--- config.mk ---
export PLATFORM = sky130hd
export DESIGN_NAME = cc_arbiter_n
export DESIGN_NICKNAME = d
export VERILOG_FILES = /design/src/rtl/cc_arbiter_n.sv
export SDC_FILE = /design/constraint.sdc
export NUM_CORES = 1
export LEC_CHECK = 0
export ABC_AREA = 1
export BUFFER_PORTS_ARGS = -buffer_cell sky130_fd_sc_hd__buf_2
export CORE_AREA = 2 2 198 200
export DETAILED_ROUTE_END_ITERATION = 10
export DIE_AREA = 0 0 200 202
export PLACE_DENSITY = 0.32
export SETUP_SLACK_MARGIN = 0.4
export SLEW_MARGIN = 20
export SYNTH_ARGS = -nofsm -noshare
export SYNTH_HDL_FRONTEND = slang
export SYNTH_SLANG_ARGS = --single-unit
--- constraint.sdc ---
create_clock -name CLK -period 4.55 [get_ports CLK]
set_input_delay 0.2275 -clock CLK [delete_from_list [all_inputs] [get_ports CLK]]
set_output_delay 0.2275 -clock CLK [all_outputs]
set_load 0.005 [all_outputs]
--- src/rtl/cc_arbiter_n.sv ---
`default_nettype none
// +----------------------------------------------------------------------------+
// | Module      : cc_arbiter_n                                                 |
// | Description : Memory and coherence controller for CPUS processors, each   |
// |               with one icache and one dcache. Arbitrates every cache       |
// |               request onto the single RAM port with round-robin fairness   |
// |               across CPUs, snoops the other dcaches for coherent reads and |
// |               performs cache-to-cache transfers with a simultaneous RAM    |
// |               writeback of the supplied word.                              |
// | Revision    : 1.0 - initial release                                        |
// +----------------------------------------------------------------------------+
// | Build option:                                                              |
// |   COHERENCE_SNOOP_EN  defined   -> SNOOP and C2C states present           |
// |                       undefined -> every dREN goes straight to DREAD,     |
// |                                    ccwrite/cctrans ignored, snoop outputs |
// |                                    tied to 0                               |
// +----------------------------------------------------------------------------+
// | Ports (word = 32 bits, [N] = one entry per CPU):                           |
// |   CLK, nRST            clock, asynchronous active-low reset               |
// |   iREN/dREN/dWEN [N]   icache read, dcache read, dcache write requests    |
// |   iaddr/daddr [N]      request addresses                                   |
// |   dstore [N]           dcache write data (also supplier data for C2C)     |
// |   ccwrite/cctrans [N]  dcache holds modified data / transition pending    |
// |   iwait/dwait [N]      1 = request not yet served                          |
// |   iload/dload [N]      returned data                                       |
// |   ccwait/ccinv [N]     snoop stall / invalidate snooped line              |
// |   ccsnoopaddr [N]      address being snooped                               |
// |   ramREN/ramWEN        RAM strobes                                         |
// |   ramaddr/ramstore     RAM address and write data                          |
// |   ramload              RAM read data                                       |
// |   ramstate             FREE=0, BUSY=1, ACCESS=2, ERROR=3                   |
// +----------------------------------------------------------------------------+

module cc_arbiter_n #(
  parameter int CPUS = 2
) (
  input  logic            CLK,
  input  logic            nRST,
  input  logic [CPUS-1:0] iREN,
  input  logic [CPUS-1:0] dREN,
  input  logic [CPUS-1:0] dWEN,
  input  logic [31:0]     iaddr       [CPUS],
  input  logic [31:0]     daddr       [CPUS],
  input  logic [31:0]     dstore      [CPUS],
  input  logic [CPUS-1:0] ccwrite,
  input  logic [CPUS-1:0] cctrans,
  output logic [CPUS-1:0] iwait,
  output logic [CPUS-1:0] dwait,
  output logic [31:0]     iload       [CPUS],
  output logic [31:0]     dload       [CPUS],
  output logic [CPUS-1:0] ccwait,
  output logic [CPUS-1:0] ccinv,
  output logic [31:0]     ccsnoopaddr [CPUS],
  output logic            ramREN,
  output logic            ramWEN,
  output logic [31:0]     ramaddr,
  output logic [31:0]     ramstore,
  input  logic [31:0]     ramload,
  input  logic [1:0]      ramstate
);

  localparam int         c_IDX_W      = (CPUS > 1) ? $clog2(CPUS) : 1;
  localparam logic [1:0] c_RAM_ACCESS = 2'd2;

  typedef enum logic [2:0] {
    ST_IDLE   = 3'd0,
    ST_IREAD  = 3'd1,
    ST_DREAD  = 3'd2,
    ST_DWRITE = 3'd3,
    ST_SNOOP  = 3'd4,
    ST_C2C    = 3'd5
  } state_t;

  state_t               r_state;
  state_t               w_idle_next;
  logic [c_IDX_W-1:0]   r_grant;
  logic [c_IDX_W-1:0]   r_rr_ptr;
  logic [c_IDX_W-1:0]   w_grant;
  logic [c_IDX_W-1:0]   w_cand;
  logic [c_IDX_W-1:0]   w_rr_next;
  logic                 w_any_req;
  logic                 w_active;
  logic                 w_done;

  // (base + ofs) mod CPUS; both operands are already below CPUS, so a single
  // conditional subtraction is enough.
  function automatic logic [c_IDX_W-1:0] wrap_add(input logic [c_IDX_W-1:0] base,
                                                  input logic [31:0]        ofs);
    logic [31:0] sum;
    sum = 32'(base) + ofs;
    if (sum >= 32'(CPUS)) begin
      sum = sum - 32'(CPUS);
    end
    return c_IDX_W'(sum);
  endfunction

  // --------------------------------------------------------------------------
  // Round-robin arbitration. The loop walks the offsets from farthest to
  // nearest so that the last hit, i.e. the CPU closest to rr_ptr, wins.
  // --------------------------------------------------------------------------
  always_comb begin
    w_any_req = 1'b0;
    w_grant   = r_rr_ptr;
    w_cand    = r_rr_ptr;
    for (int k = CPUS - 1; k >= 0; k--) begin
      w_cand = wrap_add(r_rr_ptr, 32'(k));
      if (iREN[w_cand] || dREN[w_cand] || dWEN[w_cand]) begin
        w_any_req = 1'b1;
        w_grant   = w_cand;
      end
    end
  end

  // Within the granted CPU a write-back beats a data read beats an ifetch.
  always_comb begin
    if (dWEN[w_grant]) begin
      w_idle_next = ST_DWRITE;
    end else if (dREN[w_grant]) begin
`ifdef COHERENCE_SNOOP_EN
      w_idle_next = cctrans[w_grant] ? ST_SNOOP : ST_DREAD;
`else
      w_idle_next = ST_DREAD;
`endif
    end else if (iREN[w_grant]) begin
      w_idle_next = ST_IREAD;
    end else begin
      w_idle_next = ST_IDLE;
    end
  end

  assign w_rr_next = wrap_add(r_grant, 32'd1);

`ifdef COHERENCE_SNOOP_EN
  logic [c_IDX_W-1:0] r_supplier;
  logic [c_IDX_W-1:0] w_sup;
  logic [c_IDX_W-1:0] w_sup_cand;
  logic               w_sup_found;

  // Supplier: first other dcache holding modified data, searching upward
  // from grant+1. Offset 0 (the requester itself) is never considered.
  always_comb begin
    w_sup_found = 1'b0;
    w_sup       = r_grant;
    w_sup_cand  = r_grant;
    for (int k = CPUS - 1; k >= 1; k--) begin
      w_sup_cand = wrap_add(r_grant, 32'(k));
      if (ccwrite[w_sup_cand]) begin
        w_sup_found = 1'b1;
        w_sup       = w_sup_cand;
      end
    end
  end
`else
  // Coherence inputs have no function without the snoop phase.
  logic w_unused;
  assign w_unused = ^{ccwrite, cctrans};
`endif

  // --------------------------------------------------------------------------
  // The granted request must stay asserted for the whole transaction; a
  // withdrawn request aborts the transaction without a completion pulse.
  // --------------------------------------------------------------------------
  always_comb begin
    case (r_state)
      ST_IREAD:                   w_active = iREN[r_grant];
      ST_DWRITE:                  w_active = dWEN[r_grant];
      ST_DREAD, ST_SNOOP, ST_C2C: w_active = dREN[r_grant];
      default:                    w_active = 1'b0;
    endcase
  end

  assign w_done = w_active && (ramstate == c_RAM_ACCESS) && (r_state != ST_SNOOP);

  // --------------------------------------------------------------------------
  // State register
  // --------------------------------------------------------------------------
  always_ff @(posedge CLK or negedge nRST) begin
    if (!nRST) begin
      r_state    <= ST_IDLE;
      r_grant    <= '0;
      r_rr_ptr   <= '0;
`ifdef COHERENCE_SNOOP_EN
      r_supplier <= '0;
`endif
    end else begin
      case (r_state)
        ST_IDLE: begin
          if (w_any_req) begin
            r_state <= w_idle_next;
            r_grant <= w_grant;
          end
        end
`ifdef COHERENCE_SNOOP_EN
        // Snoop lasts one cycle regardless of the RAM state.
        ST_SNOOP: begin
          if (!w_active) begin
            r_state <= ST_IDLE;
          end else if (w_sup_found) begin
            r_supplier <= w_sup;
            r_state    <= ST_C2C;
          end else begin
            r_state <= ST_DREAD;
          end
        end
`endif
        // RAM phases: BUSY/FREE/ERROR simply hold; only ACCESS completes and
        // advances the round-robin pointer.
        default: begin
          if (!w_active) begin
            r_state <= ST_IDLE;
          end else if (w_done) begin
            r_state  <= ST_IDLE;
            r_rr_ptr <= w_rr_next;
          end
        end
      endcase
    end
  end

  // --------------------------------------------------------------------------
  // Output decode
  // --------------------------------------------------------------------------
  always_comb begin
    iwait    = '1;
    dwait    = '1;
    ccwait   = '0;
    ccinv    = '0;
    ramREN   = 1'b0;
    ramWEN   = 1'b0;
    ramaddr  = '0;
    ramstore = '0;
    for (int i = 0; i < CPUS; i++) begin
      iload[i]       = ramload;
      dload[i]       = ramload;
      ccsnoopaddr[i] = '0;
    end

    case (r_state)
      ST_IREAD: begin
        ramREN  = 1'b1;
        ramaddr = iaddr[r_grant];
        if (w_done) begin
          iwait[r_grant] = 1'b0;
        end
      end
      ST_DREAD: begin
        ramREN  = 1'b1;
        ramaddr = daddr[r_grant];
        if (w_done) begin
          dwait[r_grant] = 1'b0;
        end
      end
      ST_DWRITE: begin
        ramWEN   = 1'b1;
        ramaddr  = daddr[r_grant];
        ramstore = dstore[r_grant];
        if (w_done) begin
          dwait[r_grant] = 1'b0;
        end
      end
`ifdef COHERENCE_SNOOP_EN
      ST_SNOOP: begin
        for (int i = 0; i < CPUS; i++) begin
          if (c_IDX_W'(i) != r_grant) begin
            ccwait[i]      = 1'b1;
            ccsnoopaddr[i] = daddr[r_grant];
            ccinv[i]       = ccwrite[r_grant];
          end
        end
      end
      // The supplier's word goes to the requester and to RAM in one cycle;
      // the supplier stays stalled on the snooped line until completion.
      ST_C2C: begin
        ramWEN                  = 1'b1;
        ramaddr                 = daddr[r_supplier];
        ramstore                = dstore[r_supplier];
        dload[r_grant]          = dstore[r_supplier];
        ccwait[r_supplier]      = 1'b1;
        ccsnoopaddr[r_supplier] = daddr[r_grant];
        if (w_done) begin
          dwait[r_grant]    = 1'b0;
          dwait[r_supplier] = 1'b0;
        end
      end
`endif
      default: ;
    endcase
  end

endmodule

`default_nettype wire

# Word-level counts from Yosys, hierarchy flattened
# Cells that the tools add are included.
# W data, S select, Z words.
[op_classes] add_sub_neg=5 mul=0 div_mod_pow=0 n_lt_le_gt_ge=9 n_eq_ne=9 n_shift=0 mux=57 bitwise=3 n_reduce_logical=14
[op_table] op="$mux W32" count=10
[op_table] op="$pmux W32 S2" count=1
[op_table] op="$mux W1" count=35
[op_table] op="$mux W3" count=4
[op_table] op="$mux W2" count=5
[op_table] op="$lt A1 B2 Y1 const B" count=4
[op_table] op="$eq A3 B2 Y1 const B" count=2
[op_table] op="$eq A3 B3 Y1 const B" count=2
[op_table] op="$ge A2 B2 Y1 const B" count=3
[op_table] op="$add A1 B1 Y2 const B" count=2
[op_table] op="$logic_or A1 B1 Y1" count=4
[op_table] op="$reduce_and A2 Y1" count=2
[op_table] op="$reduce_or A2 Y1" count=2
[op_table] op="$eq A3 B1 Y1 const B" count=1
[op_table] op="$logic_and A1 B1 Y1" count=3
[op_table] op="$logic_not A3 Y1" count=1
[op_table] op="$ne A3 B1 Y1 const B" count=1
[op_table] op="$ne A3 B3 Y1 const B" count=1
[op_table] op="$pmux W1 S3" count=1
[op_table] op="$reduce_and A3 Y1" count=1
[op_table] op="$reduce_or A3 Y1" count=1
[op_table] op="$sub A1 B1 Y1 const B" count=3
[op_table] op="$eq A2 B2 Y1 const B" count=1
[op_table] op="$ge A1 B2 Y1 const B" count=1
[op_table] op="other kinds (6)" count=6
[totals] register_bits=5 latch_bits=0 mem_bits_rw=0 mem_bits_ro=0 in_bits=238 out_inout_bits=266 wordCells=100 memories=0

# Longest topological paths before layout
# Gate-level depths: netlist (run 1).
[depth] depth_word=16 ltp_mapped=13 ltp_nobuf=13

# Least setup slack after synthesis (run 1)
# OpenSTA, ideal clock, no wires.
[synth_timing] path_type="reg2out" startpoint="reg r_state[0]" endpoint="out ramaddr[15]" arrival_ns=1.429 required_ns=4.323 slack_ns=2.894 path_stages_with_launch=8 n_path_buf=1 path_cell_list="dfrtp_1 > ha_1 > or2_2 > inv_2 > buf_2 > nor2_1 > o21ai_0 > a21oi_1"
[synth_between] elab_chain_len=3 word_cells_on_any_way=5 cone_classes="eq/ne: 3; mux: 1; reduce/logical: 1"
[synth_rtl] element="start: declaration" line_no="74" text="state_t r_state;"
[synth_rtl] element="start signal: assignment" line_no="189" text="r_state <= w_idle_next;"
[synth_rtl] element="$eq A3 B2 Y1" line_no="238" text="case (r_state)"
[synth_rtl] element="$reduce_or A2 Y1 (no line)"
[synth_rtl] element="$pmux W32 S2 *" line_no="238"
[synth_rtl] element="end: declaration" line_no="56" text="output logic [31:0] ramaddr,"
# Mark *: on every way between the ends. The rest lies on a longest branch, timed or not.

# Final worst setup path (run 1)
[layout_timing] startpoint="reg r_grant" endpoint="out ramaddr[18]"
[layout_between] elab_chain_len=5 word_cells_on_any_way=8 cone_classes="mux: 7; bitwise: 1"
[layout_rtl] element="start: declaration" line_no="76" text="logic [c_IDX_W-1:0] r_grant;"
[layout_rtl] element="start signal: assignment" line_no="190" text="r_grant <= w_grant;"
[layout_rtl] element="$not A1 Y2 (not written as such) *" line_no="241, 248, 255"
[layout_rtl] element="$mux W32 (on tied branches) (3 in series)" line_no="248, 255, 241"
[layout_rtl] element="$pmux W32 S2 *" line_no="238"
# Mark *: on every way between the ends. The rest lies on a longest branch, timed or not. The select of a mux whose other input is x is not followed.

==> flow_metrics.tcl, run 1 <==
set metrics [dict create \
    ant_nets 0 \
    grt_overflow 0 \
    final-setup-viol-count 0 \
    synthCells 631 \
    synth-adder-area-share_pct 1.78 \
    cts_htree_levels 1 \
    post_drt_wl_per_cell_um 12.1 \
    cts_tree "built" \
    synthTopCellsByArea "buf_4 43%, nor2_1 21%, o21ai_0 11%, a21oi_1 4.6%, o21ai_1 3.4%" \
    grt_max_degree 56 \
    path_max_fanout 51 \
    ys_seq_area_share_pct 2.85 \
    required_ns 4.32 \
    nets 992 \
    max_freq_ghz 0.325 \
    clk_latency_ns 0.23 \
    via_count 3989 \
    cp_data_arrival_time_ns 2.85 \
    drt-total-wl_mm 15.3 \
    portBuffers 271 \
    tns_ns 0 \
    die_h_um 202 \
    grt_pass1_wl_mm 20.9 \
    ys_seq_elements 4 \
    rsz0062_at_grt "no" \
    synthDistinctLibCells 26 \
    hpwlAfterDp_mm 12.3 \
    synth_enable_flop_cells 0 \
    cts_buffer_depth 2 \
    start_util_pct 9.17 \
    synth_area_um2 3510 \
    grt_pass1_vias 3734 \
    final_common_cell "buf_2" \
    p_leak_nw 2.23 \
    synthMuxAreaShare_pct 0 \
    crit_path_start_kind "flip-flop" \
    grt_antenna_before_repair 1 \
    die_area_um2 40400 \
    synthToLayoutAreaGrowth_pct 21.8 \
    dp_cells 1261 \
    hold_viol 0 \
    drive_gt1_share_pct 39.6 \
    skew_ns 0.00274 \
    die_w_um 200 \
    drt_iter0_markers 107 \
    most-common-layout-cells "271 x buf_2, 196 x nor2_1, 74 x o21ai_0, 68 x conb_1, 32 x a21oi_1" \
    n_fill_cell 4576 \
    drc_errors 0 \
    io_pins 504 \
    max-cap-violations 0 \
    cts.sinks 4 \
    hp-class "in2async" \
    antennaDiodeCount 0 \
    clk_pin_slew_ns 0.03 \
    cts-root-buf "clkbuf_16" \
    worst_pin_slew_ns 0.912 \
    synth-simple-area-share_pct 27.1 \
    cts_buffers 3 \
    finalPower_mw 1.93 \
    syn_avg_cell_area_um2 5.56 \
    critPathKind "reg2out" \
    async_flop_share_pct 100 \
    viasPerCell 3.15 \
    synth_top_family_by_area "buffers and inverters" \
    fin_crit_sh_pct 67.5 \
    max_slew_margin_pct 39.2 \
    layout.cells.non_filler 1266 \
    synth-compound-area-share_pct 20.1 \
    worst_setup_path_end_kind "output port" \
    synthDominantCellAreaShare_pct 43.2 \
    outcome "completed" \
    gp_congestion 0.708 \
    yosys.area_share.xor_xnor_pct 0 \
    synth_top_area_cell "buf_4" \
    synth_warnings 0 \
    ir_drop_mv 0.334 \
    postCtsSetupRepairBufs 0 \
    p_per_area_nw_per_um2 453 \
    core_um2 38300 \
    slew_violations 0 \
    row_count 72 \
    grt_usage_pct 6.77 \
    drt-pass1-iter-count 4 \
    period_needed_ns 3.07 \
    ys.flop_type "dfrtp_1" \
]
critical path, cell delays in order (launching register included):
cell and delay (ns):
dfrtp_4 0.74, clkinv_2 0.71, buf_12 0.43, o21ai_0 0.36, a21oi_1 0.14, buf_2 0.18
final timing paths:
path | start | end | slack [ns] | depth (start not counted)
worst max register to register | r_grant | r_rr_ptr | 2.02 | 7
worst max-delay path | r_grant | ramaddr[18] | 1.48 | 5
min in group CLK | dWEN[1] | r_state[1] | 0.42 | 5
worst min-delay path | nRST | r_grant | 0.33 | 2
max in group asynchronous | nRST | r_grant | 4.08 | 2
worst min register to register | r_state[1] | r_state[1] | 0.57 | 2
per-layer routing:
metal  track usage (%)  routed length [um]
met1              7.12                5850
met5                 0                   0
met4              1.80                 342
met3              1.42                1360
met2              13.3                7760
state kept, by name (all words and copies together), names as in the netlist:
signal and cells:
r_rr_ptr 1, r_grant 1, r_state 2
report_power, final:
| group | switching (mW) | internal, mW | leakage [nW] |
|---|---|---|---|
| Clock | 0.0253 | 0.116 | 0.0382 |
| Sequential | 0.0853 | 0.0569 | 0.0473 |
| Combinational | 1.05 | 0.597 | 2.15 |
timing repair:
item                                   4_1_cts  5_1_grt
endpoints found under the hold margin        4        0
hold buffers                                 1        0
resized for setup                            0        0
cell families after synthesis:
| logic type | Yosys count |
|---|---|
| buffers and inverters | 245 |
| AOI/OAI and AO/OA | 137 |
| DFF | 4 |
| other | 1 |
| adders and majority gates | 5 |
| and+or+nand+nor | 239 |
layout make-up:
cell class                 instances  area, um2  share of cell area [%]
multi-input combinational        449       1980                    46.3
timing repair buffer             276       1410                    33.0
tap                              518        648                    15.2
sequential                         4        104                    2.43
clock buffer                       4       78.8                    1.84
inverter                          15       57.6                    1.35
cell usage after synthesis, types with 2 or more instances:
master    number
nand3_1       11
buf_4        202
o211ai_1       3
nand2_2        6
ha_1           5
buf_2          7
o21ai_0       74
a21oi_1       32
inv_1         10
dfrtp_1        4
nand2_4        2
buf_1          2
nor2_1       196
nand2_1       21
clkbuf_1      19
o21ai_1       24
inv_2          4
stage by stage:
stage	utilization [%]	setup slack [ns]	hold WS (ns)	cell area (um2)
5_1_grt	11.2	1.18	0.345	4280
6_report	11.2	1.48	0.334	4280
2_1_floorplan	-	2.89	-0.0681	3760
3_5_place_dp	10.9	1.58	0.0386	4190
3_3_place_gp	10.9	1.58	0.0397	4190
4_1_cts	11.2	1.33	0.353	4280
(Power assumes the default switching activity.)
==> run 2: changes to the inputs <==
CORE_AREA = 2 2 196 198   (was 2 2 198 200)
DIE_AREA = 0 0 198 200   (was 0 0 200 202)
clock period = 3.19 ns   (was 4.55 ns; I/O delays follow)
==> run 2 against run 1 <==
Register-to-register slack lost 0.59 ns. First-iteration DRC count is 7.5% higher. Utilization increased by 0.36 points. Largest power group unchanged. Highest routed layer unchanged.
==> flow_metrics.tcl, run 2 (synthesis results as in run 1) <==
set metrics [dict create \
    outcome "completed" \
    via_count 3986 \
    grt_pass1_vias 3629 \
    p_switching_mw 1.65 \
    critPathKind "reg2out" \
    path_max_fanout 26 \
    clk_pin_slew_ns 0.03 \
    drt-total-wl_mm 14.3 \
    cts_htree_levels 1 \
    cts.sinks 4 \
    drt_iter0_markers 115 \
    ant_nets 0 \
    final_common_cell "buf_2" \
    cts_tree "built" \
    period_needed_ns 2.34 \
    hp-class "in2async" \
    pwr-share-clk_pct 7.1 \
    grt_pass1_wl_mm 19.8 \
    core_um2 37400 \
    drive_gt1_share_pct 40.0 \
    n_fill_cell 4479 \
    post_drt_wl_per_cell_um 11.3 \
    die_w_um 198 \
    antennaDiodeCount 0 \
    synthToLayoutAreaGrowth_pct 22.8 \
    most-common-layout-cells "271 x buf_2, 196 x nor2_1, 74 x o21ai_0, 68 x conb_1, 32 x a21oi_1" \
    required_ns 3.03 \
    multi_input_area_um2 1980 \
    hold_viol 0 \
    ir_drop_mv 0.313 \
    p_per_area_nw_per_um2 649 \
    grt_overflow 0 \
    cts_buffers 3 \
    skew_ns 0.00171 \
    top_regs "r_state (2), r_grant (1), r_rr_ptr (1)" \
    intPower_mw 1.15 \
    rsz0062_at_grt "no" \
    worst_pin_slew_ns 0.605 \
    io_pins 504 \
    tns_ns 0 \
    nets 996 \
    grt_antenna_before_repair 2 \
    drc_errors 0 \
    row_count 71 \
    power_frac_comb_pct 88.7 \
    regMostFlops "r_state" \
    max-cap-violations 0 \
    clk_latency_ns 0.22 \
    max_slew_margin_pct 59.6 \
    grt_usage_pct 6.45 \
    crit_path_start_kind "flip-flop" \
    start_util_pct 9.39 \
    cts-root-buf "clkbuf_16" \
    viasPerCell 3.16 \
    gp_congestion 0.697 \
    die_area_um2 39600 \
    final-setup-viol-count 0 \
    grt_max_degree 102 \
    cts_buffer_depth 2 \
    p_leak_nw 2.26 \
    cp_data_arrival_time_ns 2.18 \
    seqPwrFrac_pct 4.2 \
    die_h_um 200 \
    hpwlAfterDp_mm 11.7 \
    slew_violations 0 \
    place_area_um2 4220 \
    fin_area_um2 4310 \
    max_freq_ghz 0.427 \
    ff_latch_area_um2 104 \
    fin_crit_sh_pct 73.4 \
    drt-pass1-iter-count 4 \
    portBuffers 271 \
    largest_reg_flops 2 \
    finalPower_mw 2.80 \
    final_util_pct 11.5 \
    swShare_pct 58.8 \
    worst_setup_path_end_kind "output port" \
]
==> run 2: changes by cell type in the layout (fill, tap and decap cells not counted), sizes merged <==
cell,previous run,this run
clkinv,3,2
buf,275,279
inv,12,13
==> run 2: path summary, 6_finish.rpt <==
| kind | startpoint | end | slack, ns | cells past startpoint |
|---|---|---|---|---|
| min in group CLK | dWEN[1] | r_state[1] | 0.31 | 5 |
| worst max register to register | r_state[0] | r_rr_ptr | 1.43 | 8 |
| worst min register to register | r_state[1] | r_state[1] | 0.56 | 2 |
| worst min-delay path | nRST | r_grant | 0.29 | 2 |
| worst max-delay path | r_state[0] | ramaddr[22] | 0.85 | 9 |
| max in group asynchronous | nRST | r_grant | 2.75 | 2 |
==> run 2: cell type report <==
cell class | instances | share of cell area, %
clock buffers | 4 | 1.83
inverters | 15 | 1.39
multi-input cells | 449 | 45.9
flip-flops and latches | 4 | 2.41
well taps | 511 | 14.8
repair buffers | 280 | 33.7
==> run 2: timing repair <==
| item | 4_1_cts | 5_1_grt |
|---|---|---|
| hold endpoints to repair | 4 | 0 |
| hold buffers | 1 | 0 |
| setup buffers | 0 | 0 |
| resized for setup | 0 | 2 |
| setup endpoints to repair | 0 | 1 |
==> run 2: power groups by stage <==
stage | logic [mW] | registers (mW) | clock network (mW)
5_1_grt | 2.88 | 0.125 | 0.209
3_3_place_gp | 2.60 | 0.119 | 0
4_1_cts | 2.60 | 0.119 | 0.204
6_report | 2.48 | 0.117 | 0.199
2_1_floorplan | 1.71 | 0.103 | 0
3_5_place_dp | 2.59 | 0.119 | 0
==> run 2: layer usage <==
| metal | up-vias | GRT usage [%] | wire length, um |
|---|---|---|---|
| met3 | 46 | 1.61 | 1410 |
| met5 | - | 0 | 0 |
| met2 | 262 | 11.8 | 6910 |
| li1 | 1981 | - | - |
| met1 | 1697 | 7.31 | 5600 |
| met4 | 0 | 2.14 | 405 |
==> run 2: stage by stage <==
stage / hold WS, ns / worst slack (ns) / std cells
final: 0.292 / 0.848 / 1263
after global routing: 0.301 / 0.649 / 1263
after CTS: 0.294 / 0.472 / 1263
after detailed placement: -0.0205 / 0.714 / 1258
after global placement: -0.0278 / 0.676 / 1258
after floorplan: -0.136 / 1.60 / 698
==> run 2: critical path, stage by stage (launching register included) <==
cell and delay, ns:
dfrtp_1 0.38, inv_1 0.10, ha_1 0.22, or2_2 0.37, inv_4 0.31, buf_4 0.18
nor2_1 0.05, o21ai_1 0.08, a21oi_1 0.09, buf_2 0.15
==> run 3: changes to the inputs <==
CORE_AREA = 2 2 194 196   (was 2 2 196 198)
DIE_AREA = 0 0 196 198   (was 0 0 198 200)
PLACE_DENSITY = 0.34   (was 0.32)
clock period = 2.15 ns   (was 3.19 ns; I/O delays follow)
==> run 3 against run 2 <==
Clock power rose by 50%. Sequential power up 84%. Total power rose by 110%. Routed wire length grew 25%. Final area increased by 16%. Final cell count fell by 0.55%. Critical path depth is the same. Flip-flop and latch count is the same. First-iteration DRC count is 14% higher. Register-to-register slack got worse by 1.1 ns. Worst hold slack worse by 0.077 ns. Largest cell class unchanged. Highest routed layer is now met5.
==> flow_metrics.tcl, run 3 (synthesis results as in run 1) <==
set metrics [dict create \
    min_to "dload[36]" \
    final_common_cell "buf_2" \
    p_per_area_nw_per_um2 1190 \
    final.setup.worst_slack_ns 0.233 \
    final_util_pct 13.6 \
    dpl_worst_slack_ns 0.246 \
    grt_pass1_wl_mm 24.3 \
    holdWs_ns 0.215 \
    p_leak_nw 2.52 \
    r2r_start "r_state[1]" \
    path_max_fanout 6 \
    min_path_cells 0 \
    nets 1025 \
    max-cap-violations 0 \
    cts-root-buf "clkbuf_16" \
    io_pins 504 \
    grt_overflow 0 \
    worstRegToRegCells 10 \
    cts.sinks 4 \
    die_h_um 198 \
    max_freq_ghz 0.522 \
    tns_ns 0 \
    most-common-layout-cells "270 x buf_2, 177 x nor2_1, 68 x conb_1, 56 x o21ai_0" \
    reg2reg_setup_slack_ns 0.33 \
    required_ns 2.04 \
    top_regs "r_state (2), r_grant (1), r_rr_ptr (1)" \
    grt_max_degree 48 \
    outcome "completed" \
    clk_latency_ns 0.23 \
    die_area_um2 38800 \
    hold_viol 0 \
    via_count 4239 \
    cts_htree_levels 1 \
    viasPerCell 3.38 \
    cp_data_arrival_time_ns 1.81 \
    slowest_delay_ns 0.46 \
    ant_nets 0 \
    drt-total-wl_mm 17.9 \
    drt_iter0_markers 131 \
    worst_setup_path_end_kind "output port" \
    crit_path_start_kind "flip-flop" \
    drive_gt1_share_pct 49.0 \
    cts_tree "built" \
    grt_antenna_before_repair 3 \
    hpwlAfterDp_mm 13.8 \
    die_w_um 196 \
    synthToLayoutAreaGrowth_pct 43.0 \
    start_util_pct 9.50 \
    period_needed_ns 1.92 \
    slew_violations 0 \
    drc_errors 0 \
    hold_start "ramload[4]" \
    final-setup-viol-count 0 \
    clk_pin_slew_ns 0.03 \
    grt_pass1_vias 3970 \
    row_count 71 \
    cts_buffers 3 \
    gp_congestion 0.658 \
    grt_usage_pct 8.30 \
    finalPower_mw 5.96 \
    post_drt_wl_per_cell_um 14.2 \
    hp-class "in2out" \
    portBuffers 271 \
    drt-pass1-iter-count 4 \
    core_um2 37000 \
    skew_ns 0.00415 \
    ir_drop_mv 0.601 \
    largest_reg_flops 2 \
    worstPathCellList "ha_4 -> or2_4 -> inv_6 -> buf_12 -> buf_16 -> nor2_4 -> o21ai_1 -> a21oi_1 -> buf_2" \
    regToRegEndpoint "r_rr_ptr" \
    fin_crit_sh_pct 89.2 \
    critPathSlowestCell "dfrtp_2" \
    rsz0062_at_grt "yes" \
    critPathKind "reg2out" \
    cts_buffer_depth 2 \
    regMostFlops "r_state" \
]
run 3: cell types whose count changed in the layout (fill, tap and decap cells not counted), moves of 4 or more:
cell     previous run  this run
nor2_4              0        11
buf_6               0         5
o21ai_0            74        56
buf_12              2        11
a21oi_2             0         6
ha_4                0         4
buf_16              0         4
buf_4               6        15
o21ai_2             1        17
nor2_1            196       177
nor2_2              1         9
a21oi_1            32        26
run 3: how the worst max path moves through the flow:
stage | from | endpoint | slack (ns) | depth (start not counted)
4_1_cts | r_state[1] | ramaddr[7] | 0.23 | 8
2_1_floorplan | r_state[0] | ramaddr[15] | 0.61 | 7
3_5_place_dp | r_state[0] | ramaddr[10] | 0.25 | 9
5_1_grt | r_state[1] | dwait[1] | 0.14 | 8
6_report | r_state[1] | ramaddr[2] | 0.23 | 9
3_3_place_gp | r_state[0] | ramaddr[10] | 0.24 | 9
run 3: cell type report:
type                            count  area [um2]
Antenna cell                        1        2.50
Inverter                           15        71.3
Multi-Input combinational cell    449        2230
Sequential cell                     4         106
Timing Repair Buffer              309        1930
Tap cell                          474         593
Fill cell                        4380       31900
Clock buffer                        4        78.8
run 3: per-layer routing:
layer / vias to the layer above / part of all wire (%) / track usage (%)
li1: 2046 / - / -
met1: 1839 / 35 / 8.44
met2: 323 / 52 / 16.3
met3: 29 / 9.6 / 2.40
met4: 2 / 3.5 / 2.47
met5: - / 0.073 / 0
run 3: metrics by stage:
stage | std cells | instance area [um2]
4_1_cts | 1251 | 4740
3_5_place_dp | 1230 | 4290
2_1_floorplan | 698 | 3760
3_3_place_gp | 1230 | 4290
6_report | 1256 | 5020
5_1_grt | 1255 | 5020
run 3: worst max-delay path: cells and delay by family, from the launching register on:
kind | cells | cell delay [ns]
fa+ha+maj | 1 | 0.18
buf+inv | 4 | 0.49
compound gates | 2 | 0.14
simple gates | 2 | 0.30
flops | 1 | 0.46
run 3: power breakdown:
group | internal, mW | total, mW | switching, mW
registers | 0.126 | 0.215 | 0.0887
logic | 2.41 | 5.45 | 3.03
clock network | 0.245 | 0.298 | 0.0531
total | 2.78 | 5.96 | 3.18
run 3: what timing repair did:
item / CTS / global route
pin swaps: 20 / 28
setup buffers: 12 / 3
endpoints found under the hold margin: 4 / 0
setup endpoints to repair: 42 / 48
gates cloned: 4 / 1
gates resized for setup: 51 / 66
hold buffers: 1 / 0
